$ cat config.mk
export PLATFORM = sky130hd
export DESIGN_NAME = counter_flat
export DESIGN_NICKNAME = d
export VERILOG_FILES = /design/src/rtl/counter_if.sv /design/src/rtl/counter.sv /design/src/flat_wrapper.sv
export SDC_FILE = /design/constraint.sdc
export NUM_CORES = 1
export LEC_CHECK = 0
export ABC_AREA = 1
export CAP_MARGIN = 20
export CORE_AREA = 2 2 54 106
export DETAILED_ROUTE_END_ITERATION = 10
export DIE_AREA = 0 0 56 108
export GPL_TIMING_DRIVEN = 0
export MAX_ROUTING_LAYER = met4
export PLACE_DENSITY = 0.79
export SLEW_MARGIN = 20
export SYNTH_ARGS = -nofsm -noshare
export SYNTH_HDL_FRONTEND = slang
export SYNTH_SLANG_ARGS = --single-unit
$ cat constraint.sdc
create_clock -name clk -period 1.9 [get_ports clk]
set_input_delay 0.57 -clock clk [delete_from_list [all_inputs] [get_ports clk]]
set_output_delay 0.57 -clock clk [all_outputs]
set_load 0.1 [all_outputs]
$ cat src/rtl/counter_if.sv
// counter_if: control/status bundle of the countdown block.
// cnt_init/start go in, cnt/ready come back out.
interface counter_if #(
  parameter int WIDTH = 32
);
  logic [WIDTH-1:0] cnt_init;
  logic             start;
  logic [WIDTH-1:0] cnt;
  logic             ready;

  modport master (
    output cnt_init,
    output start,
    input  cnt,
    input  ready
  );

  modport slave (
    input  cnt_init,
    input  start,
    output cnt,
    output ready
  );
endinterface

$ cat src/rtl/counter.sv
// counter: loadable down-counter with IDLE/COUNT control FSM.
// Ports: clk, rst (sync, active-high), bus (counter_if.slave).
module counter #(
  parameter int WIDTH = 32
) (
  input  logic      clk,
  input  logic      rst,
  counter_if.slave  bus
);

  typedef enum logic {
    IDLE  = 1'b0,
    COUNT = 1'b1
  } state_e;

  state_e           state_q;
  state_e           state_d;
  logic [WIDTH-1:0] cnt_q;
  logic [WIDTH-1:0] cnt_d;

  always_ff @(posedge clk) begin
    if (rst) begin
      state_q <= IDLE;
      cnt_q   <= '0;
    end else begin
      state_q <= state_d;
      cnt_q   <= cnt_d;
    end
  end

  always_comb begin
    state_d = state_q;
    cnt_d   = cnt_q;
    unique case (state_q)
      IDLE: begin
        if (bus.start) begin
          // A zero load completes instantly and never enters COUNT.
          if (bus.cnt_init != '0) begin
            cnt_d   = bus.cnt_init;
            state_d = COUNT;
          end else begin
            cnt_d = '0;
          end
        end
      end
      COUNT: begin
        // <=1 rather than ==1 so the count can never wrap.
        if (cnt_q <= WIDTH'(1)) begin
          cnt_d   = '0;
          state_d = IDLE;
        end else begin
          cnt_d = cnt_q - WIDTH'(1);
        end
      end
      default: begin
        cnt_d   = '0;
        state_d = IDLE;
      end
    endcase
  end

  assign bus.cnt   = cnt_q;
  assign bus.ready = (state_q == IDLE);

endmodule

$ cat src/flat_wrapper.sv
// flat-port wrapper written by rule: the top's interface ports become plain ports
module counter_flat 
#(
  parameter int WIDTH = 32
)
  (clk, rst, bus_cnt_init, bus_start, bus_cnt, bus_ready);
  counter_if #(.WIDTH(WIDTH)) bus_i ();
  input  logic clk;
  input  logic rst;
  input wire logic [$bits(bus_i.cnt_init)-1:0] bus_cnt_init;
  input wire logic [$bits(bus_i.start)-1:0] bus_start;
  output wire logic [$bits(bus_i.cnt)-1:0] bus_cnt;
  output wire logic [$bits(bus_i.ready)-1:0] bus_ready;
  assign bus_i.cnt_init = bus_cnt_init;
  assign bus_i.start = bus_start;
  assign bus_cnt = bus_i.cnt;
  assign bus_ready = bus_i.ready;
  counter #(.WIDTH(WIDTH)) u_core (.clk(clk), .rst(rst), .bus(bus_i));
endmodule
==> results of run 1 <==
[what timing repair did]
action                                  4_1_cts  5_1_grt
hold buffers                                  0        0
gates resized for setup                     106       11
endpoints found under the setup margin       33        8
[cell usage in the layout (no fill, tap or decap), drive strengths merged]
master	count
clkdlybuf4s50	34
a21o	1
nand2	75
a21oi	34
nor3	1
o31ai	1
clkdlybuf4s15	26
nor2	79
or2	3
o211ai	1
xor2	3
o21ai	74
nand4	7
xnor2	6
o21bai	2
nand3	26
dfxtp	33
buf	10
ha	2
clkbuf	18
clkdlybuf4s18	2
inv	34
nand3b	1
[path summary, 6_finish.rpt]
| path | from | endpoint | slack (ns) |
|---|---|---|---|
| setup / recovery | u_core.bus.cnt[20]$_SDFFE_PP0P_ | bus_cnt[20] | 0.03 |
| hold / removal | u_core.bus.cnt[0]$_SDFFE_PP0P_ | u_core.bus.cnt[0]$_SDFFE_PP0P_ | 0.59 |
| setup reg to reg | u_core.bus.cnt[0]$_SDFFE_PP0P_ | u_core.bus.cnt[20]$_SDFFE_PP0P_ | 0.10 |
| hold reg to reg | u_core.bus.cnt[0]$_SDFFE_PP0P_ | u_core.bus.cnt[0]$_SDFFE_PP0P_ | 0.59 |
[per-stage QoR]
step | cell area, sq um | TNS, ns | instances
4_1_cts | 3386 | 0 | 531
6_report | 3372 | 0 | 531
3_3_place_gp | 3262 | -9.638 | 523
2_1_floorplan | 2519 | -0.001159 | 398
5_1_grt | 3372 | 0 | 531
3_5_place_dp | 3262 | -10.32 | 523
[power groups by stage]
stage               clock, mW  sequential, mW  combinational [mW]
finish                  0.590           0.878                1.32
global route            0.623           0.890                1.42
CTS                     0.593           0.878                1.32
detailed placement          0           0.893                1.34
global placement            0           0.891                1.33
floorplan                   0            1.34               0.523
[state kept, by name (all words and copies together), names as in the netlist]
signal / cells
u_core.state_q: 1
u_core.bus.cnt: 32
[metal layers]
| layer | vias to the layer above | wire, microns |
|---|---|---|
| met5 | - | 0 |
| met2 | 79 | 4848 |
| met1 | 1321 | 3156 |
| met4 | 0 | 244 |
| li1 | 1468 | - |
| met3 | 21 | 286 |
[area by class of cell]
cell class	count	area share [%]
Multi-Input combinational cell	316	47.94
Sequential cell	33	20.74
Timing Repair Buffer	67	20.30
Inverter	34	3.785
Clock buffer	8	2.672
Buffer	15	2.412
Tap cell	58	2.152
[cell families after synthesis]
kind of cell | Yosys count | synth area share [%]
compound gates | 113 | 25.59
xor+xnor | 9 | 3.180
fa+ha+maj | 2 | 1.009
buf+inv | 49 | 8.329
flops | 33 | 26.65
simple gates | 192 | 35.23
==> summary.txt, run 1 <==
Status
  – Status: finished, final reports clean

Finish
  – FF/Latch Area: 699.4 sq um
  – Nets: 509
  – Area Growth Syn to Fin: 36.04%
  – Fill cells: ~500
  – Antenna Cells: 0
  – Share of cells above drive strength 1: 24.10%
  – Final Util: approximately two thirds
  – Area of the multi-input gates: 0.001617 sq mm

Critical path
  – Startpoint Class: flop
  – CP Capture Type: primary output
  – Slowest stage delay, CP: 0.57 ns
  – Crit path cell chain: clkdlybuf4s18_2
  – Worst reg2reg path depth: 8
  – Stages on the worst setup path: 1
  – Critical Path AT: 1.30 ns
  – Slowest stage cell, crit path: clkdlybuf4s18_2
  – CP Class: flop to primary output
  – Max FO, Critical Path: 7
  – Worst path top cell family by delay: buffers and inverters
  – Crit path buffers/inverters: 1
  – Crit path required time: 1.33 ns

STA
  – Achievable clock frequency: 534.5 MHz
  – Clock Skew: 0.008700 ns
  – Max Slew Vio Count: 0
  – Minimum clock period: 1.871 ns
  – Final Hold Vio Count: 0
  – Slew headroom: 63.15%
  – Hold_ws: 0.5851 ns
  – Setup slack after layout: 0.02896 ns
  – RSZ-0062 raised after global routing: no
  – Worst-Margin Slew: between 0.5 and 0.6 ns
  – Final period utilization: 98.48%
  – Final Setup Violations: 0

Global route
  – First-pass GRT wire length: approximately 14 mm
  – Met1 Usage GRT: between 20 and 30%
  – Vias in the first global route: 2,836
  – Total Routing Usage GR: 29.96%
  – Met3 Track Usage GR: 3.708%
  – Grt ovf: 0
  – GR Util met2: between 50% and 60%
  – Initial antenna violation count: 0
  – Busiest grt layer: met2
  – Largest net degree at the start of global routing: 11

Clock network
  – Clk buf depth: 2
  – TritonCTS Sinks: 33
  – Clock latency at the later pin of the worst-skew pair: approximately 0.31 ns
  – CTS tree: done
  – CTS Root Cell: clkbuf_8
  – TritonCTS Buffers: 5
  – Clk slew on worst S/H paths: 0.08 ns
  – H-tree Lvls: 2
  – # Post-CTS Setup Buffers: 0

Pwr
  – Maximum vdd ir drop: 0.5877 mV
  – Switching share of power: around half
  – Clock power frac: 21.1%
  – Pwr dens: 828.1 mW/mm^2
  – Combinational share of power: 47.4%
  – Leakage: 1.349 nW
  – Total power: between 2 and 3 mW
  – NetSw: 1.362 mW
  – Power share of the sequential group: 31.4%
  – Cell Int Power: 1.430 mW

Synth
  – Synth Register Bits: 33
  – Post-synthesis cell area: between 0.002 and 0.0025 sq mm
  – Syn. warnings: 0
  – Synthesized area per cell: 6.228 sq um
  – Synth async-reset ratio: 0%
  – EDFF count, synth: 0
  – Post-Synthesis Cells: ~400
  – Seq/Total Area, Yosys: 26.65%
  – Leading area contributor after synthesis: dfxtp_1
  – Most frequent cell after synthesis: nand2_1
  – Yosys cell types: 30
  – Net Count, Synth: 435
  – Area share of the largest cell type after synthesis: 26.65%
  – Synth area leaders: dfxtp_1, o21ai_0, nand2_1
  – Top post-synthesis cells by count: nand2_1, o21ai_0, nor2_1
  – Primary FF master, synth: dfxtp_1

Detailed routing
  – Wire per inst: 16.07 microns
  – Initial DRC Count: 112
  – Vias/cell: 5.441
  – Final ANT Viol Nets: 0
  – DRC Markers: 0
  – Via count: 2,889
  – Final WL: between 8 and 9 mm
  – Drt first pass iters: 4

Floorplanning
  – Core ar.: 0.005185 sq mm
  – Initial core utilization: 47.80%
  – Die area: about 0.0060 sq mm
  – Die W: between 50 and 60 microns
  – IO Pins: 68
  – Std-Cell Rows: 37
  – Die Span Y: around 110 microns

Placement
  – Pre-CTS setup slack: -0.5469 ns
  – Global placement routability congestion: 0.9118
  – DP HPWL: 6.693 mm
  – PortBufs: 67

Worst hold path
  – Hold Crit Depth: 2
  – Hold crit path type: flop to flop

Flow run
  – Max_cap viols: 0
(Power assumes the default switching activity.)
==> inputs of run 2 (changes only) <==
==> constraint.sdc (replaced) <==
create_clock -name clk -period 1.9 [get_ports clk]
set_input_delay 0.285 -clock clk [delete_from_list [all_inputs] [get_ports clk]]
set_output_delay 0.285 -clock clk [all_outputs]
set_load 0.1 [all_outputs]
==> run 2 against run 1 <==
Net effect:
- fmax up 0.34%
- die area is the same
- total power decreased by 2.8%
- largest power group unchanged
- combinational power about the same
- global-route usage up 0.41 points
- utilization fell by 1.5 points
- register-to-register slack better by 0.04 ns
- non-clock buffer count did not move
==> summary.txt, run 2 (same netlist as run 1, synthesis figures left out) <==
Status
  – Status: finished, final reports clean

Floorplanning
  – Core ar.: 0.005185 sq mm
  – IO Pins: 68
  – Initial core utilization: 47.80%
  – Die Span Y: ~110 microns
  – Die W: 56 microns
  – Die area: 0.006048 sq mm
  – Std-Cell Rows: 37

Detailed routing
  – Vias/cell: 5.518
  – Via count: 2,930
  – DRC Markers: 0
  – Final WL: 8.534 mm
  – Final ANT Viol Nets: 0
  – Drt first pass iters: 4
  – Initial DRC Count: 149
  – Wire per inst: 16.07 microns

Critical path
  – Worst path top cell family by delay: buffers and inverters
  – Max FO, Critical Path: 7
  – Crit path required time: 1.62 ns
  – Slowest stage cell, crit path: clkdlybuf4s15_1
  – CP Capture Type: primary output
  – Worst reg2reg path depth: 8
  – R2R Path End: u_core.bus.cnt[20]$_SDFFE_PP0P_
  – Reg2Reg Setup Slack: 0.14 ns
  – Slowest stage delay, CP: about 0.85 ns
  – Crit path cell chain: clkdlybuf4s15_1
  – Crit path buffers/inverters: 1
  – Critical Path AT: 1.58 ns
  – FF-to-FF Start: u_core.bus.cnt[0]$_SDFFE_PP0P_
  – Startpoint Class: flop
  – CP Class: flop to primary output

Worst hold path
  – Hold path start: u_core.bus.cnt[0]$_SDFFE_PP0P_
  – Hold EP: u_core.bus.cnt[0]$_SDFFE_PP0P_
  – Hold crit path type: flop to flop
  – Hold Crit Depth: 3

STA
  – Final period utilization: between 90% and 100%
  – RSZ-0062 raised after global routing: no
  – Max Slew Vio Count: 0
  – Worst-Margin Slew: 0.9647 ns
  – Hold_ws: approximately 0.57 ns
  – Final Setup Violations: 0
  – Final Hold Vio Count: 0
  – Minimum clock period: ~1.9 ns
  – Clock Skew: 0.006524 ns
  – Slew headroom: 35.94%
  – Achievable clock frequency: between 500 and 600 MHz

Global route
  – Initial antenna violation count: 0
  – GR Util met2: between 50% and 60%
  – First-pass GRT wire length: 13.87 mm
  – Vias in the first global route: 2,925
  – Largest net degree at the start of global routing: 11
  – Met1 Usage GRT: 29.05%
  – Met3 Track Usage GR: 4.665%
  – Busiest grt layer: met2
  – Total Routing Usage GR: a little under a third
  – Grt ovf: 0

Clock network
  – TritonCTS Sinks: 33
  – Clk buf depth: 2
  – Clk slew on worst S/H paths: 0.07 ns
  – TritonCTS Buffers: 5
  – Clock latency at the later pin of the worst-skew pair: roughly 0.30 ns
  – H-tree Lvls: 2
  – CTS Root Cell: clkbuf_8
  – CTS tree: done

Placement
  – PortBufs: 67
  – DP HPWL: 6.694 mm
  – Placed Area: 0.003263 sq mm
  – Global placement routability congestion: 0.9209

Finish
  – Antenna Cells: 0
  – Most frequent cells in the layout: nand2_1, o21ai_0, nor2_1
  – Share of cells above drive strength 1: 17.97%
  – Fill cells: around 500
  – Fin area: 0.003296 sq mm
  – Most common cell after layout, fill and taps aside: nand2_1
  – Nets: 509
  – Area Growth Syn to Fin: 32.96%
  – Max FFs per register: 32

Flow run
  – Max_cap viols: 0

Pwr
  – Pwr dens: between 800 and 900 mW/mm^2
  – Leakage: 1.413 nW
  – Maximum vdd ir drop: roughly 0.67 mV
  – Total power: 2.715 mW
==> run 2: per-layer routing <==
layer	vias to the layer above	wire length (microns)
met1	1347	3033
met2	89	4711
met4	0	402
met5	-	0
met3	26	386
li1	1468	-
==> run 2: stage by stage <==
step | util [%] | setup WS [ns] | setup TNS, ns | std cells
detailed placement | 62.93 | -0.2473 | -0.2473 | 523
finish | 63.56 | 0.03539 | 0 | 531
global route | 63.56 | 0.002271 | 0 | 531
global placement | 62.93 | -0.2556 | -0.2593 | 523
CTS | 63.80 | 0.0004681 | 0 | 531
floorplan | - | 0.01144 | 0 | 398
==> run 2: worst max-delay path by stage <==
stage / start / endpoint / cells after the start / slack [ns]
2_1_floorplan: u_core.bus.cnt[4]$_SDFFE_PP0P_ / u_core.bus.cnt[26]$_SDFFE_PP0P_ / 7 / 0.01
3_3_place_gp: u_core.state_q$_SDFF_PP0_ / bus_ready / 3 / -0.26
3_5_place_dp: u_core.state_q$_SDFF_PP0_ / bus_ready / 3 / -0.25
4_1_cts: u_core.state_q$_SDFF_PP0_ / bus_ready / 3 / 0.0005
5_1_grt: u_core.bus.cnt[0]$_SDFFE_PP0P_ / u_core.bus.cnt[20]$_SDFFE_PP0P_ / 8 / 0.002
6_report: u_core.bus.cnt[20]$_SDFFE_PP0P_ / bus_cnt[20] / 1 / 0.04
==> run 2: layout make-up <==
| cell class | count | area (sq um) | area share [%] |
|---|---|---|---|
| Buffer | 15 | 80.08 | 2.430 |
| Clock buffer | 8 | 80.08 | 2.430 |
| Inverter | 34 | 127.6 | 3.872 |
| Multi-Input combinational cell | 316 | 1617 | 49.05 |
| Sequential cell | 33 | 700.7 | 21.26 |
| Tap cell | 58 | 72.57 | 2.202 |
| Timing Repair Buffer | 67 | 618.1 | 18.75 |
==> run 2: report_power, final <==
part           leakage, nW  switching (mW)  internal, mW
clock               0.0395           0.279         0.260
sequential           0.283           0.103         0.773
combinational         1.09           0.962         0.337
total                 1.41            1.34          1.37
==> run 2: timing repair <==
item / in CTS / in global routing
resized for setup: 38 / 9
hold buffers: 0 / 0
pin swaps: 0 / 1
buffers inserted: 0 / 0
endpoints found under the setup margin: 33 / 7
gates cloned: 0 / 0
